$ cat config.mk
export PLATFORM = sky130hd
export DESIGN_NAME = hdmi_pair_codec_flat
export DESIGN_NICKNAME = d
export VERILOG_FILES = /design/src/rtl/hdmi_pair_codec_pkg.sv /design/src/rtl/hdmi_pair_codec_if.sv /design/src/rtl/hdmi_pair_codec_pair_codec.sv /design/src/rtl/hdmi_pair_codec.sv /design/src/flat_wrapper.sv
export SDC_FILE = /design/constraint.sdc
export NUM_CORES = 1
export LEC_CHECK = 0
export ABC_AREA = 1
export ABC_CLOCK_PERIOD_IN_PS = 1600
export CAP_MARGIN = 20
export CORE_MARGIN = 3
export CORE_UTILIZATION = 40
export DETAILED_ROUTE_END_ITERATION = 10
export HOLD_SLACK_MARGIN = 0.03
export SLEW_MARGIN = 0
export SYNTH_ARGS = -nofsm -noshare
export SYNTH_HDL_FRONTEND = slang
export SYNTH_HIERARCHICAL = 1
export SYNTH_SLANG_ARGS = --single-unit
$ cat constraint.sdc
create_clock -name clk -period 1.6 [get_ports clk]
set_input_delay 0.24 -clock clk [delete_from_list [all_inputs] [get_ports clk]]
set_output_delay 0.24 -clock clk [all_outputs]
set_load 0.01 [all_outputs]
$ cat src/rtl/hdmi_pair_codec_pkg.sv
// ============================================================================
// Module  : codec_pkg
// Purpose : Shared widths, quantizer constants and the output saturator.
// Rev     : 1.0  initial release
// ============================================================================
`default_nettype none

package codec_pkg;

    localparam int PIX_W   = 8;
    localparam int SD_W    = 10;
    localparam int Q_SHIFT = 2;
    localparam int Q_ROUND = 2;
    localparam int LATENCY = 4;

    localparam logic signed [SD_W:0] SAT_MAX = 11'sd127;
    localparam logic signed [SD_W:0] SAT_MIN = -11'sd128;

    // Clamp a reconstructed half-sum back into the signed pixel range.
    function automatic logic signed [PIX_W-1:0] saturate(input logic signed [SD_W:0] x);
        logic signed [PIX_W-1:0] r;
        if (x > SAT_MAX) begin
            r = 8'sh7f;
        end else if (x < SAT_MIN) begin
            r = 8'sh80;
        end else begin
            r = x[PIX_W-1:0];
        end
        return r;
    endfunction

endpackage

`default_nettype wire

$ cat src/rtl/hdmi_pair_codec_if.sv
// ============================================================================
// Module  : hdmi_pair_codec_if
// Purpose : HDMI-style YCrCb pixel bus, N pixels per beat, with syncs.
// Rev     : 1.0  initial release
// ============================================================================
`default_nettype none

interface hdmi_pair_codec_if #(
    parameter int N = 2
);
    logic              v_sync;
    logic              h_sync;
    logic              data_valid;
    logic [N-1:0][7:0] data_y;
    logic [N-1:0][7:0] data_cr;
    logic [N-1:0][7:0] data_cb;

    modport master (
        output v_sync,
        output h_sync,
        output data_valid,
        output data_y,
        output data_cr,
        output data_cb
    );

    modport slave (
        input v_sync,
        input h_sync,
        input data_valid,
        input data_y,
        input data_cr,
        input data_cb
    );
endinterface

`default_nettype wire

$ cat src/rtl/hdmi_pair_codec_pair_codec.sv
// ============================================================================
// Module  : pair_codec
// Purpose : 4-stage sum/difference transform with quantized difference term.
// Rev     : 1.0  initial release
// ============================================================================
`default_nettype none

module pair_codec
    import codec_pkg::*;
(
    input  wire logic                    clk,
    input  wire logic                    rst_n,
    input  wire logic                    i_en,
    input  wire logic signed [PIX_W-1:0] i_a,
    input  wire logic signed [PIX_W-1:0] i_b,
    output logic signed [PIX_W-1:0]      o_a,
    output logic signed [PIX_W-1:0]      o_b
);

    logic signed [PIX_W-1:0] r1_a;
    logic signed [PIX_W-1:0] r1_b;
    logic                    r1_en;
    logic signed [SD_W-1:0]  r2_s;
    logic signed [SD_W-1:0]  r2_d;
    logic                    r2_en;
    logic signed [SD_W-1:0]  r3_s;
    logic signed [SD_W-1:0]  r3_d;
    logic signed [PIX_W-1:0] r4_a;
    logic signed [PIX_W-1:0] r4_b;

    logic signed [SD_W-1:0]  w_d_rnd;
    logic signed [SD_W-1:0]  w_d_q;
    logic signed [SD_W-1:0]  w_d_deq;
    logic signed [SD_W:0]    w_sum;
    logic signed [SD_W:0]    w_dif;
    logic signed [SD_W:0]    w_a_half;
    logic signed [SD_W:0]    w_b_half;

    // Round-half-up onto a multiple of 4; |d| <= 255 so no 10-bit overflow.
    assign w_d_rnd  = r2_d + SD_W'(Q_ROUND);
    assign w_d_q    = w_d_rnd >>> Q_SHIFT;
    assign w_d_deq  = w_d_q <<< Q_SHIFT;

    // One extra bit keeps s +/- d' exact before the halving shift.
    assign w_sum    = (SD_W+1)'(r3_s) + (SD_W+1)'(r3_d);
    assign w_dif    = (SD_W+1)'(r3_s) - (SD_W+1)'(r3_d);
    assign w_a_half = w_sum >>> 1;
    assign w_b_half = w_dif >>> 1;

    always_ff @(posedge clk) begin
        if (!rst_n) begin
            r1_a  <= '0;
            r1_b  <= '0;
            r1_en <= 1'b0;
            r2_s  <= '0;
            r2_d  <= '0;
            r2_en <= 1'b0;
            r3_s  <= '0;
            r3_d  <= '0;
            r4_a  <= '0;
            r4_b  <= '0;
        end else begin
            r1_a  <= i_a;
            r1_b  <= i_b;
            r1_en <= i_en;
            r2_s  <= SD_W'(r1_a) + SD_W'(r1_b);
            r2_d  <= SD_W'(r1_a) - SD_W'(r1_b);
            r2_en <= r1_en;
            r3_s  <= r2_s;
            r3_d  <= r2_en ? w_d_deq : r2_d;
            r4_a  <= saturate(w_a_half);
            r4_b  <= saturate(w_b_half);
        end
    end

    assign o_a = r4_a;
    assign o_b = r4_b;

endmodule

`default_nettype wire

$ cat src/rtl/hdmi_pair_codec.sv
// ============================================================================
// Module  : hdmi_pair_codec
// Purpose : Lossy pairwise YCrCb encode/decode loopback with delayed syncs.
// Rev     : 1.0  initial release
// ============================================================================
`default_nettype none

module hdmi_pair_codec
    import codec_pkg::*;
#(
    parameter int N     = 2,
    parameter int X_RES = 2160,
    parameter int Y_RES = 1200
) (
    input  wire logic          clk,
    input  wire logic          rst_n,
    input  wire logic          en,
    hdmi_pair_codec_if.slave   i_hdmi,
    hdmi_pair_codec_if.master  o_hdmi
);

    localparam int NPAIR = N / 2;
    localparam int NCOMP = 3;

    if ((N % 2) != 0 || N < 2 || X_RES < 1 || Y_RES < 1) begin : g_bad_params
        $error("hdmi_pair_codec: N must be even and resolutions positive");
    end

    logic [NCOMP-1:0][N-1:0][PIX_W-1:0] w_comp_in;
    logic [NCOMP-1:0][N-1:0][PIX_W-1:0] w_comp_out;
    logic [LATENCY-1:0][2:0]            r_ctrl_pipe;
    logic [2:0]                         w_ctrl_out;

    assign w_comp_in = {i_hdmi.data_cb, i_hdmi.data_cr, i_hdmi.data_y};

    for (genvar c = 0; c < NCOMP; c++) begin : g_comp
        for (genvar k = 0; k < NPAIR; k++) begin : g_pair
            pair_codec u_pair (
                .clk   (clk),
                .rst_n (rst_n),
                .i_en  (en),
                .i_a   (w_comp_in[c][2*k]),
                .i_b   (w_comp_in[c][2*k+1]),
                .o_a   (w_comp_out[c][2*k]),
                .o_b   (w_comp_out[c][2*k+1])
            );
        end
    end

    // Syncs and valid ride a shift register matched to the pixel pipeline.
    always_ff @(posedge clk) begin
        if (!rst_n) begin
            r_ctrl_pipe <= '0;
        end else begin
            r_ctrl_pipe <= {r_ctrl_pipe[LATENCY-2:0],
                            {i_hdmi.v_sync, i_hdmi.h_sync, i_hdmi.data_valid}};
        end
    end

    assign w_ctrl_out        = r_ctrl_pipe[LATENCY-1];
    assign o_hdmi.v_sync     = w_ctrl_out[2];
    assign o_hdmi.h_sync     = w_ctrl_out[1];
    assign o_hdmi.data_valid = w_ctrl_out[0];
    assign o_hdmi.data_y     = w_ctrl_out[0] ? w_comp_out[0] : '0;
    assign o_hdmi.data_cr    = w_ctrl_out[0] ? w_comp_out[1] : '0;
    assign o_hdmi.data_cb    = w_ctrl_out[0] ? w_comp_out[2] : '0;

endmodule

`default_nettype wire

$ cat src/flat_wrapper.sv
// flat-port wrapper written by rule: the top's interface ports become plain ports
module hdmi_pair_codec_flat import codec_pkg::*;
#(
    parameter int N     = 2,
    parameter int X_RES = 2160,
    parameter int Y_RES = 1200
)
  (clk, rst_n, en, i_hdmi_v_sync, i_hdmi_h_sync, i_hdmi_data_valid, i_hdmi_data_y, i_hdmi_data_cr, i_hdmi_data_cb, o_hdmi_v_sync, o_hdmi_h_sync, o_hdmi_data_valid, o_hdmi_data_y, o_hdmi_data_cr, o_hdmi_data_cb);
  hdmi_pair_codec_if #(.N(N)) i_hdmi_i ();
  hdmi_pair_codec_if #(.N(N)) o_hdmi_i ();
  input  wire logic clk;
  input  wire logic rst_n;
  input  wire logic en;
  input wire logic [$bits(i_hdmi_i.v_sync)-1:0] i_hdmi_v_sync;
  input wire logic [$bits(i_hdmi_i.h_sync)-1:0] i_hdmi_h_sync;
  input wire logic [$bits(i_hdmi_i.data_valid)-1:0] i_hdmi_data_valid;
  input wire logic [$bits(i_hdmi_i.data_y)-1:0] i_hdmi_data_y;
  input wire logic [$bits(i_hdmi_i.data_cr)-1:0] i_hdmi_data_cr;
  input wire logic [$bits(i_hdmi_i.data_cb)-1:0] i_hdmi_data_cb;
  output wire logic [$bits(o_hdmi_i.v_sync)-1:0] o_hdmi_v_sync;
  output wire logic [$bits(o_hdmi_i.h_sync)-1:0] o_hdmi_h_sync;
  output wire logic [$bits(o_hdmi_i.data_valid)-1:0] o_hdmi_data_valid;
  output wire logic [$bits(o_hdmi_i.data_y)-1:0] o_hdmi_data_y;
  output wire logic [$bits(o_hdmi_i.data_cr)-1:0] o_hdmi_data_cr;
  output wire logic [$bits(o_hdmi_i.data_cb)-1:0] o_hdmi_data_cb;
  assign i_hdmi_i.v_sync = i_hdmi_v_sync;
  assign i_hdmi_i.h_sync = i_hdmi_h_sync;
  assign i_hdmi_i.data_valid = i_hdmi_data_valid;
  assign i_hdmi_i.data_y = i_hdmi_data_y;
  assign i_hdmi_i.data_cr = i_hdmi_data_cr;
  assign i_hdmi_i.data_cb = i_hdmi_data_cb;
  assign o_hdmi_v_sync = o_hdmi_i.v_sync;
  assign o_hdmi_h_sync = o_hdmi_i.h_sync;
  assign o_hdmi_data_valid = o_hdmi_i.data_valid;
  assign o_hdmi_data_y = o_hdmi_i.data_y;
  assign o_hdmi_data_cr = o_hdmi_i.data_cr;
  assign o_hdmi_data_cb = o_hdmi_i.data_cb;
  hdmi_pair_codec #(.N(N), .X_RES(X_RES), .Y_RES(Y_RES)) u_core (.clk(clk), .rst_n(rst_n), .en(en), .i_hdmi(i_hdmi_i), .o_hdmi(o_hdmi_i));
endmodule
Yosys cells after proc, flatten, opt, wreduce, memory -nomap -nowiden --
Cells that the tools add are included.
Storage, ports and cells: register bits 230, output and inout bits 51
Cells by class: $add $sub $neg 15, order comparisons 12, multiplexer cells 18, bitwise gates (word level) 1, reductions and logical operators 7
Operator list (count):
- $gt A10 B8 Y1 const B | 6
- $lt A10 B8 Y1 const B | 6
- $mux W16 | 3
- $mux W8 | 6
- $mux W7 | 6
- $add A10 B10 Y11 | 3
- $sub A10 B10 Y11 | 3
- $add A10 B3 Y10 const B | 3
- $mux W10 | 3
- $add A8 B8 Y9 | 3
- $sub A8 B8 Y9 | 3
- $reduce_or A2 Y1 | 7
- $not A1 Y1 | 1

Logic depth before layout (Yosys ltp) --
Gate-level depths: netlist (run 1).
word-level depth 4, mapped depth 15

Cells and area by module --
The synthesis (run 1) kept the hierarchy.
Modules (own cells, without submodules):
- pair_codec (u_core.g_comp[1].g_pair[0].u_pair ...) | times used 2, cells an instance 516, area each 3813.7 sq um
- pair_codec (u_core.g_comp[0].g_pair[0].u_pair) | times used 1, cells an instance 521, area each 3813.7 sq um
- hdmi_pair_codec | times used 1, cells an instance 138, area each 735.7 sq um

Least setup slack after synthesis (run 1) --
Ideal clock, no wire load.
path type reg-to-reg, start reg u_core.g_comp[0].g_pair[0].u_pair.r3_s[1], end reg u_core.g_comp[0].g_pair[0].u_pair.r4_a[0], library setup time 0.064 ns, arrival 1.708 ns, required time 1.536 ns, path slack -0.172 ns, stages on the path, launching flop included 13, buffers on the path 0, clock period less this slack 1.772 ns, path through dfxtp_1 > inv_1 > fa_1 > nand3b_1 > nand2_2 > nand2_1 > nand3_2 > nand2_2 > nand3_4 > clkinv_1 > nand2_2 > nand2_1 > nor2_1
On the way: longest elaborated chain between the ends 4, elaborated cells on any way between the ends 5
Ends and longest elaborated chain:
- start: declaration | RTL line hdmi_pair_codec_pair_codec.sv:26 | logic signed [SD_W-1:0] r3_s;
- start signal: assignment | RTL line hdmi_pair_codec_pair_codec.sv:69 | r3_s <= r2_s;
- $add A10 B10 Y11 * | RTL line hdmi_pair_codec_pair_codec.sv:45 | assign w_sum = (SD_W+1)'(r3_s) + (SD_W+1)'(r3_d);
- $lt A10 B8 Y1 | RTL line hdmi_pair_codec_pkg.sv:24 | end else if (x < SAT_MIN) begin
- $mux W8 | RTL line hdmi_pair_codec_pkg.sv:24
- $mux W7 * | RTL line hdmi_pair_codec_pkg.sv:22 | if (x > SAT_MAX) begin
- end signal: assignment | RTL line hdmi_pair_codec_pair_codec.sv:71 | r4_a <= saturate(w_a_half);
- end: declaration | RTL line hdmi_pair_codec_pair_codec.sv:28 | logic signed [PIX_W-1:0] r4_a;
Mark *: on every way between the ends. The rest lies on a longest branch, timed or not. A chain may end at the register's enable or synchronous reset.

Final worst setup path (run 1) --
start reg u_core.g_comp[2].g_pair[0].u_pair.r3_d[0], end reg u_core.g_comp[2].g_pair[0].u_pair.r4_b[4]
On the way: longest elaborated chain between the ends 4, elaborated cells on any way between the ends 5
Ends and longest elaborated chain:
- start: declaration | RTL line hdmi_pair_codec_pair_codec.sv:27 | logic signed [SD_W-1:0] r3_d;
- start signal: assignment | RTL line hdmi_pair_codec_pair_codec.sv:70 | r3_d <= r2_en ? w_d_deq : r2_d;
- $sub A10 B10 Y11 * | RTL line hdmi_pair_codec_pair_codec.sv:46 | assign w_dif = (SD_W+1)'(r3_s) - (SD_W+1)'(r3_d);
- $lt A10 B8 Y1 | RTL line hdmi_pair_codec_pkg.sv:24
- $mux W8 | RTL line hdmi_pair_codec_pkg.sv:24
- $mux W7 * | RTL line hdmi_pair_codec_pkg.sv:22
- end signal: assignment | RTL line hdmi_pair_codec_pair_codec.sv:72 | r4_b <= saturate(w_b_half);
- end: declaration | RTL line hdmi_pair_codec_pair_codec.sv:29 | logic signed [PIX_W-1:0] r4_b;
Marks and branches as above.

==> summary.txt, run 1 <==
Detail Route Antenna Nets - 0
Final Hold Fails - 0
Setup Viol. Count Final - 107
drt via density - 4.57
total CTS buffers - 26
number of I/O pins - 105
Max Transition Viols Final - 0
Post-Syn Area - 12200 um^2
Data arrival, critical path - 2.26 ns
worst hold path type - input port to flop
placed cell area - 15100 um^2
wire per inst - 12.6 um
initial antenna violation count - 0
Final Critical Period - 1.86 ns
VDD IR-drop max - 749 uV
Die Height - 180 um
CTS clk-pin slew, worst paths - 0.06 ns
Yosys reg bits - 222
# placed instances - 2324
largest net degree at the start of global routing - 63
PwrDens - 950 nW/um^2
Post-route DRC - 0
violated checks - negative setup slack
Worst Path Required - 2.00 ns
Seq/Total Area, Yosys - 0.365
crit path capture type - flop
PortBufs - 104
initial core utilization - 0.409
grt ovf - 0
final wirelength - 30.8 mm
clock sinks - 222
via total after detailed routing - 11200
Slew Limit Headroom - 0.669
first-pass iteration count of the detailed router - 6
htree depth - 1
crit start category - flop
Pleak - 9.95 nW
Syn. warnings - 6
Row Count - 63
CTS Buffer Depth - 3
critical path class - flop to flop
status - complete, but fails checks
CTS tree - built
core footprint - 29800 um^2
Final WS setup - -0.258 ns
chip width - 180 um
vias in the first global route - 11000
layout cells sized above 1 - 0.419
DIE AREA - 32600 um^2
cell count after synthesis - 1691
worst-path fanout max - 7
Root Driver - clkbuf_16
GR Util All Layers - 0.177
clock skew - 0.00855 ns
Mean Syn Cell Area - 7.20 um^2
max cap viols - 0
Antenna diodes - 0
final instance area - 18600 um^2
RSZ-0062 raised after global routing - yes
Mapped Nets - 1862
initial DRC count - 387
nets - 2205
actual slew at the worst max-slew pin - 0.493 ns
area growth from synthesis to layout - 52.8%
post-detail-place hpwl - 20.9 mm
Clock Latency Late Sink - 0.52 ns
Layout fillers - 2536
FMAX - 538 MHz
Unique masters post-synth - 40
Final GP Congestion - 0.884
ratio of final minimum period to clock period - 1.16
first-pass GRT wire length - 49.4 mm
Finished Layout Cells - 2444
==> critical path: stages, from the launching register on <==
cell      delay [ns]
dfxtp_2         0.33
inv_2           0.06
nor2_4          0.04
fa_2            0.34
nand3b_1        0.19
nand2_2         0.15
nand2_2         0.09
nand2_2         0.07
nand2_2         0.06
nand2_4         0.07
inv_2           0.04
nand2_2         0.07
nand2_4         0.10
nand3_2         0.09
nand2_1         0.05
==> placed cells by master, fill, tap and decap left out, types with 5 or more instances in the layout <==
| cell | count |
|---|---|
| nor2_1 | 100 |
| buf_4 | 205 |
| nor3_1 | 17 |
| inv_2 | 93 |
| nand2_4 | 46 |
| ha_1 | 59 |
| a21oi_1 | 47 |
| xor2_1 | 30 |
| o21ai_1 | 18 |
| nand2_1 | 316 |
| a21oi_2 | 44 |
| nor2_4 | 10 |
| nand2_2 | 88 |
| o21ai_2 | 13 |
| nor2_2 | 20 |
| ha_4 | 46 |
| dfxtp_2 | 38 |
| a21oi_4 | 9 |
| fa_2 | 12 |
| buf_6 | 81 |
| o21ai_0 | 29 |
| buf_12 | 8 |
| dfxtp_1 | 180 |
| inv_1 | 253 |
| nand3_2 | 51 |
| clkbuf_16 | 28 |
| nand3_1 | 38 |
| o21bai_1 | 5 |
| nand4_1 | 13 |
| nand3_4 | 12 |
| nand3b_1 | 11 |
| clkdlybuf4s50_1 | 52 |
| inv_4 | 7 |
| clkbuf_8 | 8 |
==> final timing paths <==
check / from / to / slack, ns / cells after the start
worst max-delay path: u_core/g_comp[2].g_pair[0].u_pair/r3_d[0] / u_core/g_comp[2].g_pair[0].u_pair/o_b[4] / -0.26 / 14
worst min-delay path: i_hdmi_data_cb[0] / u_core/g_comp[2].g_pair[0].u_pair/r1_a[0] / 0.24 / 3
worst max register to register: u_core/g_comp[2].g_pair[0].u_pair/r3_d[0] / u_core/g_comp[2].g_pair[0].u_pair/o_b[4] / -0.26 / 14
worst min register to register: u_core/g_comp[0].g_pair[0].u_pair/r2_s[7] / u_core/g_comp[0].g_pair[0].u_pair/r3_s[7] / 0.41 / 2
==> state kept, by name, indices dropped and copies added (netlist names) <==
| signal | flops |
|---|---|
| u_core/g_comp.g_pair.u_pair/r3_d | 30 |
| u_core/g_comp.g_pair.u_pair/r2_s | 27 |
| u_core/g_comp.g_pair.u_pair/r3_s | 27 |
| u_core/g_comp.g_pair.u_pair/o_a | 24 |
| u_core/g_comp.g_pair.u_pair/o_b | 24 |
| u_core/g_comp.g_pair.u_pair/r1_a | 24 |
| u_core/g_comp.g_pair.u_pair/r1_b | 24 |
| u_core/g_comp.g_pair.u_pair/r2_d | 24 |
| u_core/r_ctrl_pipe | 9 |
| u_core/g_comp.g_pair.u_pair/r1_en | 3 |
| u_core/g_comp.g_pair.u_pair/r2_en | 3 |
| u_core/w_ctrl_out | 3 |
==> cell type report <==
type                       count  area (um^2)  area share
clock inverter                 9          103     0.00552
tap                          390          488      0.0262
multi-input combinational   1067         8010       0.431
inverter                     359         1380      0.0742
sequential                   222         4510       0.242
timing repair buffer         358         3310       0.178
clock buffer                  39          801      0.0430
==> cell families (layout without fill, tap and decap cells) <==
group           after synthesis  in the layout  share of synthesized area
buf+inv                     402            765                      0.133
compound gates              181            181                     0.0850
flops                       222            222                      0.365
fa+ha+maj                   117            117                      0.128
simple gates                734            734                      0.264
xor+xnor                     35             35                     0.0252
==> what timing repair did <==
item | CTS | global route
setup buffers | 43 | 28
endpoints found under the setup margin | 118 | 128
endpoints found under the hold margin | 1 | 0
hold buffers | 1 | 0
gates cloned | 5 | 1
gates resized for setup | 460 | 322
pin swaps | 66 | 140
==> routing by layer <==
layer | routed length (um) | part of all wire | GRT usage | up-vias
met1 | 12400 | 0.40 | 0.194 | 5071
met3 | 930 | 0.030 | 0.0244 | 68
li1 | - | - | - | 5853
met2 | 16400 | 0.53 | 0.345 | 189
met4 | 1130 | 0.037 | 0.0651 | 0
met5 | 0 | 0 | 0 | -
==> power by group <==
| group | switching (W) | internal, W |
|---|---|---|
| combinational | 0.00269 | 0.00235 |
| clock | 0.00224 | 0.00376 |
| sequential | 0.000429 | 0.00619 |
| total | 0.00537 | 0.0123 |
==> through the flow <==
stage               utilization  setup TNS, ns  hold slack, ns  power (W)  setup slack (ns)
floorplan                     -         -0.840           0.333    0.00907           -0.0564
global placement          0.506         -11.13           0.396     0.0104            -0.278
detailed placement        0.506         -12.56           0.397     0.0104            -0.305
CTS                       0.578         -13.85           0.211     0.0171            -0.231
global route              0.624         -21.60           0.221     0.0187            -0.334
finish                    0.624         -12.38           0.241     0.0177            -0.258
==> Yosys cell counts, drive strengths merged <==
master	count	share of area
clkinv	4	0.0012
a21boi	3	0.0025
o21ai	60	0.025
a21oi	100	0.045
xor2	30	0.022
o31ai	3	0.0027
inv	355	0.11
nand2	451	0.15
nor2	130	0.043
xnor2	5	0.0036
fa	12	0.020
buf	25	0.017
nand3	101	0.049
dfxtp	222	0.36
nor3	20	0.0086
nand4	13	0.0067
o21bai	7	0.0043
a221oi	5	0.0036
o31a	3	0.0022
and2	2	0.0010
nand3b	11	0.0068
ha	105	0.11
clkbuf	18	0.0055
nor4	6	0.0031
Power figures use the tool's default switching activity.
==> run 2, diff against run 1 <==
--- a/config.mk
+++ b/config.mk
@@ -8,6 +8,7 @@
 export ABC_AREA = 1
 export ABC_CLOCK_PERIOD_IN_PS = 1600
 export CAP_MARGIN = 20
+export CORE_ASPECT_RATIO = 1.5
 export CORE_MARGIN = 3
 export CORE_UTILIZATION = 40
 export DETAILED_ROUTE_END_ITERATION = 10
==> summary.txt, run 2 (same netlist as run 1, synthesis figures left out) <==
wire per inst - 12.9 um
worst hold path endpoint - u_core/g_comp[1].g_pair[0].u_pair/r3_s[6]
Sequential Power Share - 0.389
Root Driver - clkbuf_16
worst-path fanout max - 3
total CTS buffers - 23
Slew Limit Headroom - 0.704
CTS tree - built
final instance area - 18200 um^2
switch share - 0.305
initial antenna violation count - 0
max reg flops - 30
status - complete, but fails checks
initial core utilization - 0.409
RSZ-0062 raised after global routing - yes
area growth from synthesis to layout - 49.7%
slowest CP cell - fa_2
Final GP Congestion - 0.891
drt via density - 4.60
via total after detailed routing - 11100
Setup Viol. Count Final - 87
cell internal pwr - 0.0119 W
largest registers - u_core/g_comp.g_pair.u_pair/r3_d x30, u_core/g_comp.g_pair.u_pair/r2_s x27, u_core/g_comp.g_pair.u_pair/r3_s x27
Post-route DRC - 0
crit start category - flop
WHS - 0.0834 ns
FMAX - 546 MHz
Final WS setup - -0.232 ns
worst hold path type - input port to flop
GR Util All Layers - 0.180
Clock power frac - 0.322
first-pass GRT wire length - 48.9 mm
final wirelength - 31.2 mm
largest net degree at the start of global routing - 37
Sw Pwr - 0.00521 W
Final Hold Fails - 0
grt ovf - 0
Row Count - 77
Most common cell on crit path - nand2_1
clock skew - 0.0169 ns
reg2reg path depth - 12
Worst Path Required - 1.98 ns
flop-to-flop setup slack - -0.23 ns
most common cell after layout, fill and taps aside - nand2_1
post-detail-place hpwl - 22.6 mm
Clock Latency Late Sink - 0.51 ns
WHS Path Cells - 3
DIE AREA - 32600 um^2
worst r2r src - u_core/g_comp[0].g_pair[0].u_pair/r1_b[0]
combinational power share - 0.289
PwrDens - 936 nW/um^2
Pleak - 9.84 nW
clock sinks - 222
layout cells sized above 1 - 0.411
Antenna diodes - 0
placed cell area - 15100 um^2
number of I/O pins - 105
Die Height - 220 um
VDD IR-drop max - 834 uV
ratio of final minimum period to clock period - 1.15
max cap viols - 0
core footprint - 29800 um^2
Final Critical Period - 1.83 ns
CTS Buffer Depth - 3
Reg with most FFs - u_core/g_comp.g_pair.u_pair/r3_d
crit path capture type - flop
Detail Route Antenna Nets - 0
first-pass iteration count of the detailed router - 5
Hold Path Origin - rst_n
htree depth - 1
critical path class - flop to flop
CTS clk-pin slew, worst paths - 0.06 ns
most frequent cells in the layout - nand2_1 (324), inv_1 (247), buf_4 (202), dfxtp_1 (182), nor2_1 (96)
actual slew at the worst max-slew pin - 0.441 ns
Max Transition Viols Final - 0
chip width - 148 um
violated checks - negative setup slack
Data arrival, critical path - 2.21 ns
reg2reg end - u_core/g_comp[0].g_pair[0].u_pair/r2_s[8]
final setup TNS - -9.82 ns
cells along the critical path - ha_4 > inv_2 > fa_2 > nand3b_1 > nand2_1 > nand2_1 > inv_2 > nor2_4 > o21bai_4 > nand2_1 > nand2_1 > a21oi_1
vias in the first global route - 11000
initial DRC count - 345
nets - 2185
PortBufs - 104
critical path's largest stage delay - 0.38 ns
run 2: cell count changes in the layout (fill, tap and decap cells not counted), moves of 4 or more:
cell	delta
nor2_2	+6
inv_1	-6
ha_1	+5
a21oi_4	-6
nand2_1	+8
inv_4	+9
nand2_4	+7
nand2_2	-15
dfxtp_2	-6
nor2_1	-4
buf_6	-13
ha_4	-5
a21oi_2	+4
dfxtp_4	+4
run 2: worst max-delay path by stage:
stage                                                          from                                        end  slack [ns]  cells after the start
after floorplan           u_core/g_comp[1].g_pair[0].u_pair/r3_d[3]   u_core/g_comp[1].g_pair[0].u_pair/o_b[0]       -0.06                     11
after global placement    u_core/g_comp[0].g_pair[0].u_pair/r3_d[5]   u_core/g_comp[0].g_pair[0].u_pair/o_b[0]       -0.31                     10
after detailed placement  u_core/g_comp[1].g_pair[0].u_pair/r3_d[6]   u_core/g_comp[1].g_pair[0].u_pair/o_b[0]       -0.33                     10
after CTS                 u_core/g_comp[0].g_pair[0].u_pair/r3_d[0]   u_core/g_comp[0].g_pair[0].u_pair/o_a[0]       -0.20                     12
after global routing      u_core/g_comp[2].g_pair[0].u_pair/r1_b[0]  u_core/g_comp[2].g_pair[0].u_pair/r2_s[6]       -0.36                     11
final                     u_core/g_comp[0].g_pair[0].u_pair/r1_b[0]  u_core/g_comp[0].g_pair[0].u_pair/r2_s[8]       -0.23                     12
run 2: power by group through the flow:
stage	clock network, W	logic, W	registers [W]
finish	0.00549	0.00493	0.00664
global route	0.00587	0.00544	0.00671
CTS	0.00565	0.00442	0.00649
detailed placement	0	0.00394	0.00657
global placement	0	0.00390	0.00656
floorplan	0	0.00259	0.00648
run 2: timing repair:
action,CTS,global route
hold buffers,0,0
buffers inserted,25,26
cloned,2,4
pin swaps,73,115
setup endpoints to repair,120,130
gates resized for setup,408,356
run 2: area by class of cell:
cell class                      count  area [um^2]
Clock buffer                       34          677
Clock inverter                      6          105
Fill cell                        2549        11500
Inverter                          359         1400
Multi-Input combinational cell   1067         7920
Sequential cell                   222         4510
Tap cell                          395          494
Timing Repair Buffer              341         3130
run 2: critical path: cells and delay by family, from the launching register on:
kind	cells	cell delay (ns)
AOI/OAI and AO/OA	2	0.22
adders and majority gates	2	0.52
buffers and inverters	2	0.11
DFF	1	0.37
and+or+nand+nor	6	0.49
run 2: layer usage:
| layer | global-route usage | wire (um) | vias to the layer above |
|---|---|---|---|
| met5 | 0 | 0 | - |
| met4 | 0.0687 | 1130 | 0 |
| met3 | 0.0245 | 1090 | 66 |
| met2 | 0.363 | 17300 | 189 |
| met1 | 0.184 | 11700 | 5093 |
| li1 | - | - | 5794 |
run 2: stage by stage:
step                total power, W  std cells  setup slack [ns]   util
finish                      0.0171       2424            -0.232  0.612
floorplan                  0.00907       1691           -0.0564      -
CTS                         0.0166       2398            -0.201  0.562
global placement            0.0105       2331            -0.308  0.507
detailed placement          0.0105       2331            -0.331  0.507
global route                0.0180       2424            -0.356  0.612
==> run 3, diff against run 2 <==
--- a/config.mk
+++ b/config.mk
@@ -9,7 +9,6 @@
 export ABC_CLOCK_PERIOD_IN_PS = 1600
 export CAP_MARGIN = 20
 export CORE_ASPECT_RATIO = 1.5
-export CORE_MARGIN = 3
 export CORE_UTILIZATION = 40
 export DETAILED_ROUTE_END_ITERATION = 10
 export HOLD_SLACK_MARGIN = 0.03
==> summary.txt, run 3 (same netlist as run 1, synthesis figures left out) <==
status - complete, but fails checks
violated checks - negative setup slack
initial core utilization - 0.410
worst hold path type - input port to flop
Final Hold Fails - 0
Row Count - 77
Clock Latency Late Sink - 0.53 ns
GR Util All Layers - 0.204
ratio of final minimum period to clock period - 1.15
area occupied by multi-input gates - 7990 um^2
via total after detailed routing - 11300
Finished Layout Cells - 2441
first-pass GRT wire length - 50.6 mm
VDD IR-drop max - 853 uV
CTS Buffer Depth - 3
critical path class - flop to flop
Root Driver - clkbuf_16
final instance area - 18500 um^2
hold_buf cts - 0
first-pass iteration count of the detailed router - 4
register area - 4520 um^2
Post-route DRC - 0
most common cell after layout, fill and taps aside - nand2_1
htree depth - 1
clock sinks - 222
max cap viols - 0
Final Critical Period - 1.84 ns
RSZ-0062 raised after global routing - yes
total CTS buffers - 25
Slew Limit Headroom - 0.708
number of I/O pins - 105
Final WS setup - -0.235 ns
CTS clk-pin slew, worst paths - 0.06 ns
largest registers - u_core/g_comp.g_pair.u_pair/r3_d x30, u_core/g_comp.g_pair.u_pair/r2_s x27, u_core/g_comp.g_pair.u_pair/r3_s x27
initial antenna violation count - 1
worst-path fanout max - 7
Setup Viol. Count Final - 105
layout cells sized above 1 - 0.419
wire per inst - 13.5 um
Layout fillers - 2587
Detail Route Antenna Nets - 0
Total Power Consumption - 0.0171 W
worst slack at placement - -0.376 ns
crit start category - flop
core footprint - 29700 um^2
Final GP Congestion - 0.872
most frequent cells in the layout - nand2_1 (310), inv_1 (243), buf_4 (214), dfxtp_1 (182), nor2_1 (100)
post-detail-place hpwl - 22.7 mm
placed cell area - 15200 um^2
PwrDens - 923 nW/um^2
FMAX - 545 MHz
CTS tree - built
clock skew - 0.0143 ns
Die Height - 216 um
PortBufs - 104
DIE AREA - 31200 um^2
Data arrival, critical path - 2.25 ns
drt via density - 4.65
crit path capture type - flop
vias in the first global route - 11100
actual slew at the worst max-slew pin - 0.438 ns
nets - 2204
largest net degree at the start of global routing - 33
grt ovf - 0
Worst Path Required - 2.01 ns
Pleak - 9.93 nW
Max Transition Viols Final - 0
final wirelength - 33.1 mm
Reg with most FFs - u_core/g_comp.g_pair.u_pair/r3_d
area growth from synthesis to layout - 52.1%
max reg flops - 30
# placed instances - 2342
initial DRC count - 370
chip width - 144 um
==> run 3: changes by cell type in the layout (fill, tap and decap cells not counted), sizes merged <==
cell | before | now
clkinvlp | 0 | 2
bufinv | 3 | 1
clkinv | 7 | 9
clkbuf | 38 | 34
buf | 283 | 301
diode | 0 | 1
==> run 3: through the flow <==
step / TNS, ns / util / hold WS [ns]
2_1_floorplan: -0.840 / - / 0.333
3_3_place_gp: -12.31 / 0.512 / 0.393
3_5_place_dp: -13.34 / 0.512 / 0.397
4_1_cts: -10.87 / 0.579 / 0.0422
5_1_grt: -21.37 / 0.624 / 0.0543
6_report: -13.53 / 0.624 / 0.0628
==> run 3: path summary, 6_finish.rpt <==
kind | from | endpoint | slack, ns | cells after the start
setup / recovery | u_core/g_comp[1].g_pair[0].u_pair/r3_d[0] | u_core/g_comp[1].g_pair[0].u_pair/o_b[4] | -0.24 | 14
hold reg to reg | u_core/g_comp[0].g_pair[0].u_pair/r2_s[1] | u_core/g_comp[0].g_pair[0].u_pair/r3_s[1] | 0.40 | 2
setup reg to reg | u_core/g_comp[1].g_pair[0].u_pair/r3_d[0] | u_core/g_comp[1].g_pair[0].u_pair/o_b[4] | -0.24 | 14
hold / removal | rst_n | u_core/g_comp[1].g_pair[0].u_pair/r3_s[2] | 0.06 | 3
==> run 3: routing by layer <==
metal	wire (um)	vias up	GRT usage	share of wire
met4	1230	0	0.0842	0.037
met3	1100	80	0.0264	0.033
met5	0	-	0	0
met1	11800	5210	0.196	0.36
li1	-	5846	-	-
met2	18900	210	0.416	0.57
==> run 3: what timing repair did <==
item                                    in CTS  in global routing
gates cloned                                 5                  3
pin swaps                                  103                122
buffers inserted                            31                 29
endpoints found under the setup margin     121                130
resized for setup                          444                345
==> run 3: final cells by class <==
type | instances | area share
Multi-Input combinational cell | 1067 | 0.432
Tap cell | 395 | 0.0267
Antenna cell | 1 | 0.000135
Inverter | 359 | 0.0755
Timing Repair Buffer | 358 | 0.181
Sequential cell | 222 | 0.244
Clock buffer | 31 | 0.0372
Clock inverter | 8 | 0.00399
==> run 3: worst max-delay path, stage by stage, from the launching register on <==
cell      delay, ns
dfxtp_2        0.33
inv_2          0.06
nor2_4         0.04
fa_2           0.34
nand3b_1       0.18
nand2_2        0.13
nand2_2        0.09
nand2_2        0.07
nand2_2        0.06
nand2_4        0.10
inv_2          0.04
nand2_2        0.07
nand2_4        0.09
nand3_2        0.09
nand2_1        0.06
==> run 3: power by group <==
group / switching [W] / internal (W) / total (W)
clock: 0.00219 / 0.00317 / 0.00536
sequential: 0.000451 / 0.00618 / 0.00663
combinational: 0.00277 / 0.00233 / 0.00510
